File: src/rtl/mlkem_io_pkg.sv
// Shared types and sizing helpers for the ML-KEM host/core bridge.
// Lane count and counter width derive from the host/core data widths.
package mlkem_io_pkg;

  typedef enum logic [2:0] {
    S_IDLE  = 3'd0,
    S_WRITE = 3'd1,
    S_READ  = 3'd2,
    S_DRAIN = 3'd3,
    S_DONE  = 3'd4
  } bridge_state_t;

  function automatic int lanes_of(
    input int host_w,
    input int core_w
  );
    return host_w / core_w;
  endfunction

  function automatic int lane_cnt_w(
    input int lanes
  );
    return (lanes > 1) ? $clog2(lanes) : 1;
  endfunction

  function automatic bit widths_ok(
    input int host_w,
    input int core_w
  );
    return (core_w > 0) && (host_w >= core_w)
      && ((host_w % core_w) == 0);
  endfunction

endpackage

File: src/rtl/mlkem_rd_pipe.sv
// Read-latency tag pipe: carries a valid bit and lane index
// alongside the core RAM read so returning data can be steered.
module mlkem_rd_pipe #(
  parameter int DEPTH = 1,
  parameter int IDX_W = 1
) (
  input  logic             clk,
  input  logic             clr,
  input  logic             in_valid,
  input  logic [IDX_W-1:0] in_idx,
  output logic             out_valid,
  output logic [IDX_W-1:0] out_idx
);

  logic [DEPTH-1:0] vld;
  logic [IDX_W-1:0] idx [DEPTH];

  always_ff @(posedge clk) begin
    if (clr) begin
      vld <= '0;
      for (int k = 0; k < DEPTH; k++) begin
        idx[k] <= '0;
      end
    end else begin
      vld[0] <= in_valid;
      idx[0] <= in_idx;
      for (int k = 1; k < DEPTH; k++) begin
        vld[k] <= vld[k-1];
        idx[k] <= idx[k-1];
      end
    end
  end

  assign out_valid = vld[DEPTH-1];
  assign out_idx   = idx[DEPTH-1];

endmodule

File: src/rtl/mlkem_io_bridge.sv
// Host-to-core bridge: scatters a wide host word into narrow core
// RAM writes and gathers narrow core reads back into a wide word.
module mlkem_io_bridge
  import mlkem_io_pkg::*;
#(
  parameter int HOST_W = 64,
  parameter int CORE_W = 16,
  parameter int ADDR_W = 16,
  parameter int RD_LAT = 1
) (
  input  logic              clk,
  input  logic              rst,
  input  logic              host_wr_valid,
  output logic              host_wr_ready,
  input  logic [HOST_W-1:0] host_wr_data,
  input  logic [ADDR_W-1:0] host_wr_base,
  input  logic              host_rd_req,
  input  logic [ADDR_W-1:0] host_rd_base,
  output logic              host_rd_valid,
  output logic [HOST_W-1:0] host_rd_data,
  output logic              core_we,
  output logic              core_re,
  output logic [ADDR_W-1:0] core_add,
  output logic [CORE_W-1:0] core_din,
  input  logic [CORE_W-1:0] core_dout,
  output logic              busy
);

  localparam int LANES = lanes_of(HOST_W, CORE_W);
  localparam int CNT_W = lane_cnt_w(LANES);
  localparam logic [CNT_W-1:0] LAST = CNT_W'(LANES - 1);

  if (!widths_ok(HOST_W, CORE_W)) begin : g_bad_widths
    $error("HOST_W must be a non-zero multiple of CORE_W");
  end

  if (RD_LAT < 1) begin : g_bad_lat
    $error("RD_LAT must be at least 1");
  end

  bridge_state_t     state;
  bridge_state_t     state_nx;
  logic [CNT_W-1:0]  lane;
  logic [ADDR_W-1:0] base;
  logic [HOST_W-1:0] data;
  logic              last_lane;
  logic              wr_go;
  logic              rd_go;
  logic              tag_valid;
  logic [CNT_W-1:0]  tag_idx;

  assign last_lane = (lane == LAST);
  assign wr_go = (state == S_IDLE) && host_wr_valid;
  assign rd_go = (state == S_IDLE) && !host_wr_valid
    && host_rd_req;

  always_ff @(posedge clk) begin
    if (rst) begin
      state <= S_IDLE;
    end else begin
      state <= state_nx;
    end
  end

  always_comb begin
    state_nx = state;
    unique case (state)
      S_IDLE: begin
        if (host_wr_valid) begin
          state_nx = S_WRITE;
        end else if (host_rd_req) begin
          state_nx = S_READ;
        end
      end
      S_WRITE: begin
        if (last_lane) begin
          state_nx = S_IDLE;
        end
      end
      S_READ: begin
        if (last_lane) begin
          state_nx = S_DRAIN;
        end
      end
      S_DRAIN: begin
        // the last issued lane is always the last tag to emerge
        if (tag_valid && (tag_idx == LAST)) begin
          state_nx = S_DONE;
        end
      end
      S_DONE: begin
        state_nx = S_IDLE;
      end
      default: begin
        state_nx = S_IDLE;
      end
    endcase
  end

  always_ff @(posedge clk) begin
    if (rst) begin
      lane <= '0;
      base <= '0;
      data <= '0;
    end else if (wr_go) begin
      lane <= '0;
      base <= host_wr_base;
      data <= host_wr_data;
    end else if (rd_go) begin
      lane <= '0;
      base <= host_rd_base;
    end else if ((state == S_WRITE) || (state == S_READ)) begin
      lane <= lane + CNT_W'(1);
    end
  end

  // outputs are forced low while rst is held, whatever the state
  always_comb begin
    host_wr_ready = 1'b0;
    busy          = 1'b0;
    host_rd_valid = 1'b0;
    core_we       = 1'b0;
    core_re       = 1'b0;
    core_add      = '0;
    core_din      = '0;
    if (!rst) begin
      host_wr_ready = (state == S_IDLE);
      busy          = (state != S_IDLE);
      host_rd_valid = (state == S_DONE);
      if (state == S_WRITE) begin
        core_we  = 1'b1;
        core_add = base + ADDR_W'(lane);
        core_din = data[lane*CORE_W +: CORE_W];
      end else if (state == S_READ) begin
        core_re  = 1'b1;
        core_add = base + ADDR_W'(lane);
      end
    end
  end

  mlkem_rd_pipe #(
    .DEPTH (RD_LAT),
    .IDX_W (CNT_W)
  ) u_rd_pipe (
    .clk       (clk),
    .clr       (rst),
    .in_valid  (core_re),
    .in_idx    (lane),
    .out_valid (tag_valid),
    .out_idx   (tag_idx)
  );

  always_ff @(posedge clk) begin
    if (rst) begin
      host_rd_data <= '0;
    end else if (tag_valid) begin
      host_rd_data[tag_idx*CORE_W +: CORE_W] <= core_dout;
    end
  end

endmodule

File: config.mk
export PLATFORM = sky130hd
export DESIGN_NAME = mlkem_io_bridge
export DESIGN_NICKNAME = d
export VERILOG_FILES = /design/src/rtl/mlkem_io_pkg.sv /design/src/rtl/mlkem_rd_pipe.sv /design/src/rtl/mlkem_io_bridge.sv
export SDC_FILE = /design/constraint.sdc
export NUM_CORES = 1
export LEC_CHECK = 0
export CORE_MARGIN = 4
export CORE_UTILIZATION = 45
export CTS_BUF_LIST = sky130_fd_sc_hd__clkbuf_16
export DETAILED_ROUTE_END_ITERATION = 7
export PLACE_DENSITY = 0.77
export SLEW_MARGIN = 0
export SYNTH_ARGS = -nofsm -noshare
export SYNTH_HDL_FRONTEND = slang
export SYNTH_SLANG_ARGS = --single-unit
File: constraint.sdc
create_clock -name clk -period 3.1 [get_ports clk]
set_clock_uncertainty 0.05 [all_clocks]
set_input_delay 0.93 -clock clk [delete_from_list [all_inputs] [get_ports clk]]
set_output_delay 0.93 -clock clk [all_outputs]
set_load 0.05 [all_outputs]
; ---- After elaboration in Yosys (flattened, before gate mapping)
; Memory sizes are Yosys's and may differ from the RTL's.
; Index checks and enable logic that the tools add are counted.
[totals]
reg_bits = 150
ramBits = 2
in_bits = 116
elab_cells = 62
memories = 1
[classes]
add_sub_neg = 3
eq_ne = 10
shifts = 3
mux = 27
n_reduce_logical = 12
[memory_table]
columns = memory, depth, width, read_ports, rd_ports_with_merged_regs, write_ports, line
row1 = u_rd_pipe.idx, 1, 2, 1, 0, 1, mlkem_rd_pipe.sv:16  ; logic [IDX_W-1:0] idx [DEPTH];
[op_table]
columns = cell, n
row1 = 2-to-1 mux 16 bit, 7
row2 = bitwise mux 64 bit, 1
row3 = variable shift 16 x 34 -> 64 bit (first input constant), 1
row4 = variable part select 16 x 34 -> 64 bit, 1
row5 = variable part select 64 x 7 -> 16 bit, 1
row6 = negation 6 -> 34 bit, 1
row7 = adder 16 x 2 -> 16 bit, 1
row8 = 2-to-1 mux 3 bit, 5
row9 = 2-to-1 mux 1 bit, 12
row10 = one-hot mux 3 bit (4 select lines), 1
row11 = equality test 3 x 2 -> 1 bit (second input constant), 2
row12 = inequality test 2 bit (second input constant), 3
row13 = equality test 2 bit (second input constant), 2
row14 = logical AND 1 bit, 4
row15 = AND reduction 4 bit, 1
row16 = equality test 3 x 1 -> 1 bit (second input constant), 1
row17 = equality test 3 bit (second input constant), 1
row18 = logical NOT 3 bit, 1
row19 = inequality test 3 bit (second input constant), 1
row20 = nonzero test 3 bit, 1
row21 = OR reduction 3 bit, 1
row22 = adder 2 x 1 -> 2 bit (second input constant), 1
row23 = 2-to-1 mux 2 bit, 1
row24 = nonzero test 2 bit, 1
row25 = other kinds (3), 3

; ---- Longest topological paths before layout
; Gate-level depths: netlist (run 1).
[depth]
word_depth = 5
mapped_depth = 7
ltp_nobuf = 6

; ---- Cells and area by module
; From an unflattened synthesis (run 1), not the netlist that was laid out.
[unflattened]
hier_cells = 717
hier_area_um2 = 6389.9
[modules_own_cells]
columns = module, n_inst, cells_each, area_each_um2, seq_area_each_um2
row1 = mlkem_io_bridge, 1, 711, 6311.1, 2982.9
row2 = mlkem_rd_pipe, 1, 6, 78.8, 60.1

; ---- Least setup slack after synthesis (run 1)
; OpenSTA, ideal clock, no wires.
[synth_path]
path_type = input port to output port
startpoint = input port rst
endpoint = output port host_rd_valid
arrival_time_ns = 2.719
required_time_ns = 2.120
setup_slack_ns = -0.599
path_stages = 3
n_path_buf = 2
cell_sequence = clkbuf_1 clkbuf_1 nor4_1
[synth_between]
elab_chain_cells = 1
[synth_rtl]
columns = element, line
row1 = "start, declared", mlkem_io_bridge.sv:12  ; input logic rst,
row2 = 2-to-1 mux 1 bit, mlkem_io_bridge.sv:126  ; if (!rst) begin
row3 = "end, declared", mlkem_io_bridge.sv:19  ; output logic host_rd_valid,
; No other way between the ends.

; ---- Worst setup path in the final report (run 1)
[layout_path]
startpoint = input port rst
endpoint = output port core_add[9]
[layout_between]
elab_chain_cells = 1
[layout_rtl]
columns = element, line
row1 = 2-to-1 mux 16 bit, mlkem_io_bridge.sv:126
row2 = "end, declared", mlkem_io_bridge.sv:23  ; output logic [ADDR_W-1:0] core_add,
; No other way between the ends.

==> summary.md, run 1 <==
| Metric | Value |
|---|---|
| Status | `complete, but fails checks` |
| Failing checks | `negative setup slack` |
| First-pass GRT wire length | `29900 um` |
| Leading area contributor after synthesis | `dfxtp_1` |
| Total CTS buffers | `17` |
| Worst r2r src | `u_rd_pipe.idx[0][0]` |
| Chip width | `126 um` |
| Final setup violation count | `1` |
| Hold endpoint | `data[48]` |
| Placed Area | `8940 um^2` |
| Worst path required time | `2.12 ns` |
| Layout cell share with drive strength beyond 1 | `0.170` |
| Power per cell area | `598 nW/um^2` |
| Cts hold-fix bufs | `0` |
| Worst slew pin tran | `0.955 ns` |
| Routability cong. | `0.821` |
| Synthesized area | `6300 um^2` |
| Die area | `15900 um^2` |
| Endpoints failing hold | `0` |
| Critical Path End Type | `output pin` |
| Remaining global-route overflow | `0` |
| Hold path startpoint | `data[48]` |
| Startpoint types | `input port` |
| Rows | `42` |
| Initial core utilization | `0.468` |
| DRT Wirelength | `18700 um` |
| Initial antenna violation count | `0` |
| Worst-path clk slew | `0.06 ns` |
| Netlist cell types | `43` |
| Worst hold path type | `reg2reg` |
| Synth warnings | `0` |
| Nets@finish | `1048` |
| Later-pin clock latency in the skew report | `0.42 ns` |
| Reg-to-reg setup timing slack | `1.05 ns` |
| Worst-case clock buffer depth | `2` |
| Initial DRC count | `474` |
| Post-synthesis sequential area ratio | `0.483` |
| CTS tree | `done` |
| Clock period minus worst slack | `3.12 ns` |
| I/O pin total | `217` |
| Pre-CTS setup slack | `-0.124 ns` |
| Core ar. | `13500 um^2` |
| Routed length per placed instance | `16.9 um` |
| HPWL Detailed | `13500 um` |
| Via count | `6038` |
| WP data arrival | `2.14 ns` |
| CTS Root Cell | `clkbuf_16` |
| Yosys top cell area share | `0.483` |
| Ranking of synthesized cells by area | `dfxtp_1, nand2_1, a22oi_1, mux4_2, a21oi_1` |
| Syn avg cell area | `8.83 um^2` |
| CTS Sinks | `152` |
| FF+latch count, synth | `152` |
| Worst reg2reg endpoint | `host_rd_data[11]` |
| Drt first pass iters | `6` |
| Vias in the first global route | `6136` |
| EDFF count, synth | `0` |
| Finished Cell Area | `9540 um^2` |
| Total track usage | `0.232` |
| Crit Path Class | `in2out` |
| Achievable Freq | `0.321 GHz` |
| Fin crit share | `1.01` |
| Cells after Synth | `713` |
| VDD IR max | `0.388 mV` |
| Synthesized Nets | `838` |
| Worst r2r path cells | `6` |
| Setup ws final | `-0.0200 ns` |
| Maxcap violations | `0` |
| Detail Route Antenna Nets | `0` |
| N_diodes | `0` |
| Unrepaired setup endpoints after global routing | `yes` |
| Primary FF master, synth | `dfxtp_1` |
| Drc violations | `0` |
| IO Port Bufs | `216` |
| Maximum fanout along the worst path | `4` |
| Mean number of vias per cell | `5.45` |
| Height of the die | `126 um` |
| Slew headroom | `0.364` |
| Min-Delay Path Depth | `2` |
| Pin count of the biggest net entering global routing | `96` |
| Area Overhead vs Synth | `51.6%` |
| Slew Viols, Final | `0` |
| H-tree level count | `4` |
| Cell leakage power | `3.44 nW` |
| Async set-reset flop share out of synthesis | `0` |
## repair_timing
| item | 4_1_cts | 5_1_grt |
|---|---|---|
| endpoints found under the setup margin | 22 | 7 |
| pin swaps | 8 | 3 |
| resized for setup | 27 | 2 |
| buffers inserted | 3 | 1 |
## power by group
| group | switching, mW | total (mW) | internal, mW |
|---|---|---|---|
| sequential | 0.151 | 2.32 | 2.16 |
| clock | 0.735 | 1.71 | 0.974 |
| combinational | 0.954 | 1.68 | 0.730 |
| total | 1.84 | 5.71 | 3.87 |
## routing by layer
metal	vias up	routed length, um	track usage
met4	0	474	0.0978
li1	2881	-	-
met3	35	1490	0.0635
met5	-	0	0
met1	2849	7340	0.269
met2	273	9430	0.403
## cell usage in the layout (no fill, tap or decap), types with 3 or more instances in the layout
master,count
clkdlybuf4s50_1,178
nand2_1,156
dfxtp_1,147
nor2_1,73
a21oi_1,64
a22oi_1,64
buf_4,41
buf_12,22
o21ai_0,18
clkbuf_16,17
mux4_2,16
mux2i_1,16
nor2b_4,9
inv_1,8
xor2_1,8
nor2b_2,7
ha_1,7
nor4_2,5
dfxtp_2,5
nand4_1,4
nor3_1,4
clkinv_2,4
or3_4,3
a21oi_2,3
nand3_1,3
or4_4,3
and2_1,3
nor2b_1,3
## cells in the mapped netlist, types with 2 or more instances
cell type and n:
nand2_1 159, dfxtp_1 152, nor2_1 75, a21oi_1 68, a22oi_1 64, clkbuf_1 32
nor2b_1 19, o21ai_0 18, mux2i_1 16, mux4_2 16, buf_2 14, ha_1 8
xor2_1 8, inv_1 6, nand3_1 5, nor3_1 5, and2_1 4, nand4_1 4
or3_1 4, nor4_2 3, or4_1 3, and4_1 2, buf_1 2, buf_4 2
buf_6 2, nor4_1 2, o211ai_1 2, o21ai_1 2, xnor2_1 2
## flip-flops by register name, summed over array words and instances (netlist names)
signal,flops
u_rd_pipe.out_valid,1
host_rd_data,64
u_rd_pipe.idx,2
data,64
lane,2
state,3
base,16
## metrics by stage
stage          power [mW]  TNS, ns   util  hold slack, ns  std cells
2_1_floorplan        3.39    -2.67      -           0.379        713
3_3_place_gp         3.94   -0.331  0.664           0.388       1076
3_5_place_dp         4.00   -0.625  0.664           0.397       1076
4_1_cts              5.73  -0.0474  0.708           0.405       1106
5_1_grt              5.98   -0.182  0.709           0.420       1107
6_report             5.71  -0.0200  0.709           0.404       1107
## critical path, stage by stage
cell and delay [ns]:
buf_6 0.09, or3_4 0.39, or4_4 0.51, nand2_4 0.08, buf_12 0.13
## worst max-delay path by stage
stage,start,endpoint,slack [ns],cells past startpoint
3_3_place_gp,rst,core_add[9],-0.12,5
5_1_grt,base[10],core_add[15],-0.06,6
2_1_floorplan,rst,core_add[13],-0.30,4
4_1_cts,rst,core_add[9],-0.04,5
3_5_place_dp,rst,core_add[10],-0.12,5
6_report,rst,core_add[9],-0.02,5
## logic make-up after synthesis
| logic type | after synthesis | share of synthesized area |
|---|---|---|
| simple gates | 291 | 0.203 |
| compound gates | 161 | 0.158 |
| flops | 152 | 0.483 |
| buf+inv | 58 | 0.0409 |
| mux | 32 | 0.0827 |
| xor+xnor | 10 | 0.0139 |
| fa+ha+maj | 9 | 0.0191 |
## cell type report
class	count	area, um^2
well taps	176	220
clock buffers	17	425
flip-flops and latches	152	3050
fillers	1016	3910
clock inverters	10	46.3
repair buffers	243	2550
multi-input cells	503	3220
inverters	6	26.3
(Power assumes the default switching activity.)
==> run 2, diff against run 1 <==
--- a/config.mk
+++ b/config.mk
@@ -5,6 +5,7 @@
 export SDC_FILE = /design/constraint.sdc
 export NUM_CORES = 1
 export LEC_CHECK = 0
+export CAP_MARGIN = 40
 export CORE_MARGIN = 4
 export CORE_UTILIZATION = 45
 export CTS_BUF_LIST = sky130_fd_sc_hd__clkbuf_16
==> summary.md, run 2 (synthesized netlist as in run 1, its figures left out) <==
| Metric | Value |
|---|---|
| Status | `complete, but fails checks (unchanged)` |
| Failing checks | `negative setup slack (unchanged)` |
| Pin count of the biggest net entering global routing | `92 (was 96)` |
| Commonest non-fill, non-tap cell in the layout | `clkdlybuf4s50_1 (unchanged)` |
| WP data arrival | `2.15 ns (was 2.14 ns)` |
| Initial DRC count | `468 (was 474)` |
| Final Util | `0.721 (was 0.709)` |
| CTS Root Cell | `clkbuf_16 (unchanged)` |
| N_diodes | `0 (unchanged)` |
| Rows | `42 (unchanged)` |
| Maximum fanout along the worst path | `4 (unchanged)` |
| HPWL Detailed | `13500 um (about the same)` |
| First-pass GRT wire length | `29900 um (about the same)` |
| CTS Sinks | `152 (unchanged)` |
| Later-pin clock latency in the skew report | `0.41 ns (was 0.42 ns)` |
| Worst hold path type | `reg2reg (unchanged)` |
| Worst-case clock buffer depth | `2 (unchanged)` |
| Via count | `6054 (was 6038)` |
| Critical Path End Type | `output pin (unchanged)` |
| CTS tree | `done (unchanged)` |
| Chip width | `126 um (unchanged)` |
| Routed length per placed instance | `16.8 um (was 16.9 um)` |
| Fin crit share | `1.01 (about the same)` |
| H-tree level count | `4 (unchanged)` |
| Slew headroom | `0.567 (was 0.364)` |
| Total CTS buffers | `17 (unchanged)` |
| Core ar. | `13500 um^2 (unchanged)` |
| IO Port Bufs | `216 (unchanged)` |
| Cts hold-fix bufs | `0 (unchanged)` |
| Mean number of vias per cell | `5.44 (was 5.45)` |
| Worst r2r path cells | `6 (unchanged)` |
| Worst path required time | `2.12 ns (about the same)` |
| Final setup violation count | `2 (was 1)` |
| Routability cong. | `0.821 (unchanged)` |
| Worst-path clk slew | `0.05 ns (was 0.06 ns)` |
| Fillers | `982 (was 1016)` |
| Height of the die | `126 um (unchanged)` |
| Unrepaired setup endpoints after global routing | `yes (unchanged)` |
| Layout cell share with drive strength beyond 1 | `0.179 (was 0.170)` |
| Startpoint types | `input port (unchanged)` |
| Drt first pass iters | `5 (was 6)` |
| Die area | `15900 um^2 (unchanged)` |
| VDD IR max | `0.383 mV (was 0.388 mV)` |
| Regs by FF count | `data x64, host_rd_data x64, base x16 (unchanged)` |
| Drc violations | `0 (unchanged)` |
| Initial core utilization | `0.468 (unchanged)` |
| Slew Viols, Final | `0 (unchanged)` |
| Setup ws final | `-0.0287 ns (was -0.0200 ns)` |
| Most frequent cells in the layout | `clkdlybuf4s50_1, nand2_1, dfxtp_1 (unchanged)` |
| Min-Delay Path Depth | `2 (unchanged)` |
| Achievable Freq | `0.320 GHz (was 0.321 GHz)` |
| Cell leakage power | `3.51 nW (was 3.44 nW)` |
| Nets@finish | `1050 (was 1048)` |
| Clock period minus worst slack | `3.13 ns (was 3.12 ns)` |
| Area Overhead vs Synth | `54.0% (was 51.6%)` |
| Reg-to-reg setup timing slack | `1.01 ns (was 1.05 ns)` |
| Setup tns final | `-0.0318 ns (was -0.0200 ns)` |
| Detail Route Antenna Nets | `0 (unchanged)` |
| Power consumption | `6.00 mW (was 5.71 mW)` |
| Initial antenna violation count | `0 (unchanged)` |
| Vias in the first global route | `6058 (was 6136)` |
| Power per cell area | `619 nW/um^2 (was 598 nW/um^2)` |
| Worst slew pin tran | `0.648 ns (was 0.955 ns)` |
| Maxcap violations | `0 (unchanged)` |
| DRT Wirelength | `18700 um (about the same)` |
| Total track usage | `0.232 (about the same)` |
| Remaining global-route overflow | `0 (unchanged)` |
| I/O pin total | `217 (unchanged)` |
| Endpoints failing hold | `0 (unchanged)` |
| Crit Path Class | `in2out (unchanged)` |
## run 2: cell types whose count changed in the layout (fill, tap and decap cells not counted), sizes merged
cell / change
buf: +2
inv: -1
clkinv: +2
bufinv: +3
## run 2: worst max-delay path, cell delays in order
cell and delay, ns:
buf_8 0.10, or3_4 0.39, or4_4 0.51, nand2_4 0.09
buf_12 0.13
## run 2: report_power, final
| group | internal (mW) | total (mW) | switching (mW) |
|---|---|---|---|
| Combinational | 0.734 | 1.69 | 0.959 |
| Sequential | 2.16 | 2.32 | 0.153 |
| Clock | 1.24 | 1.99 | 0.751 |
| Total | 4.14 | 6.00 | 1.86 |
## run 2: layout make-up
cell class                      count  area (um^2)  area share
Clock buffer                       17          425      0.0439
Clock inverter                     14          141      0.0146
Inverter                            6         26.3     0.00271
Multi-Input combinational cell    503         3240       0.334
Sequential cell                   152         3050       0.315
Tap cell                          176          220      0.0227
Timing Repair Buffer              245         2590       0.267
## run 2: per-stage QoR
step / area [um^2] / cells / hold slack, ns / setup slack (ns)
6_report: 9690 / 1113 / 0.405 / -0.0287
5_1_grt: 9690 / 1113 / 0.423 / -0.0819
4_1_cts: 9650 / 1111 / 0.405 / -0.0365
3_5_place_dp: 8960 / 1077 / 0.397 / -0.123
3_3_place_gp: 8940 / 1076 / 0.388 / -0.118
2_1_floorplan: 6470 / 713 / 0.379 / -0.300
## run 2: what timing repair did
item	4_1_cts	5_1_grt
pin swaps	7	5
endpoints found under the setup margin	22	9
hold endpoints to repair	0	0
buffers inserted	3	2
resized for setup	27	8
## run 2: path summary, 6_finish.rpt
check	startpoint	end
worst max-delay path	rst	core_add[9]
worst min-delay path	data[1]	data[1]
worst max register to register	u_rd_pipe.idx[0][0]	host_rd_data[5]
worst min register to register	data[1]	data[1]
## run 2: layer usage
| metal | vias up | GRT usage | routed length (um) |
|---|---|---|---|
| met5 | - | 0 | 0 |
| met4 | 0 | 0.0953 | 467 |
| met3 | 37 | 0.0665 | 1680 |
| met2 | 316 | 0.404 | 9360 |
| met1 | 2824 | 0.268 | 7170 |
| li1 | 2877 | - | - |
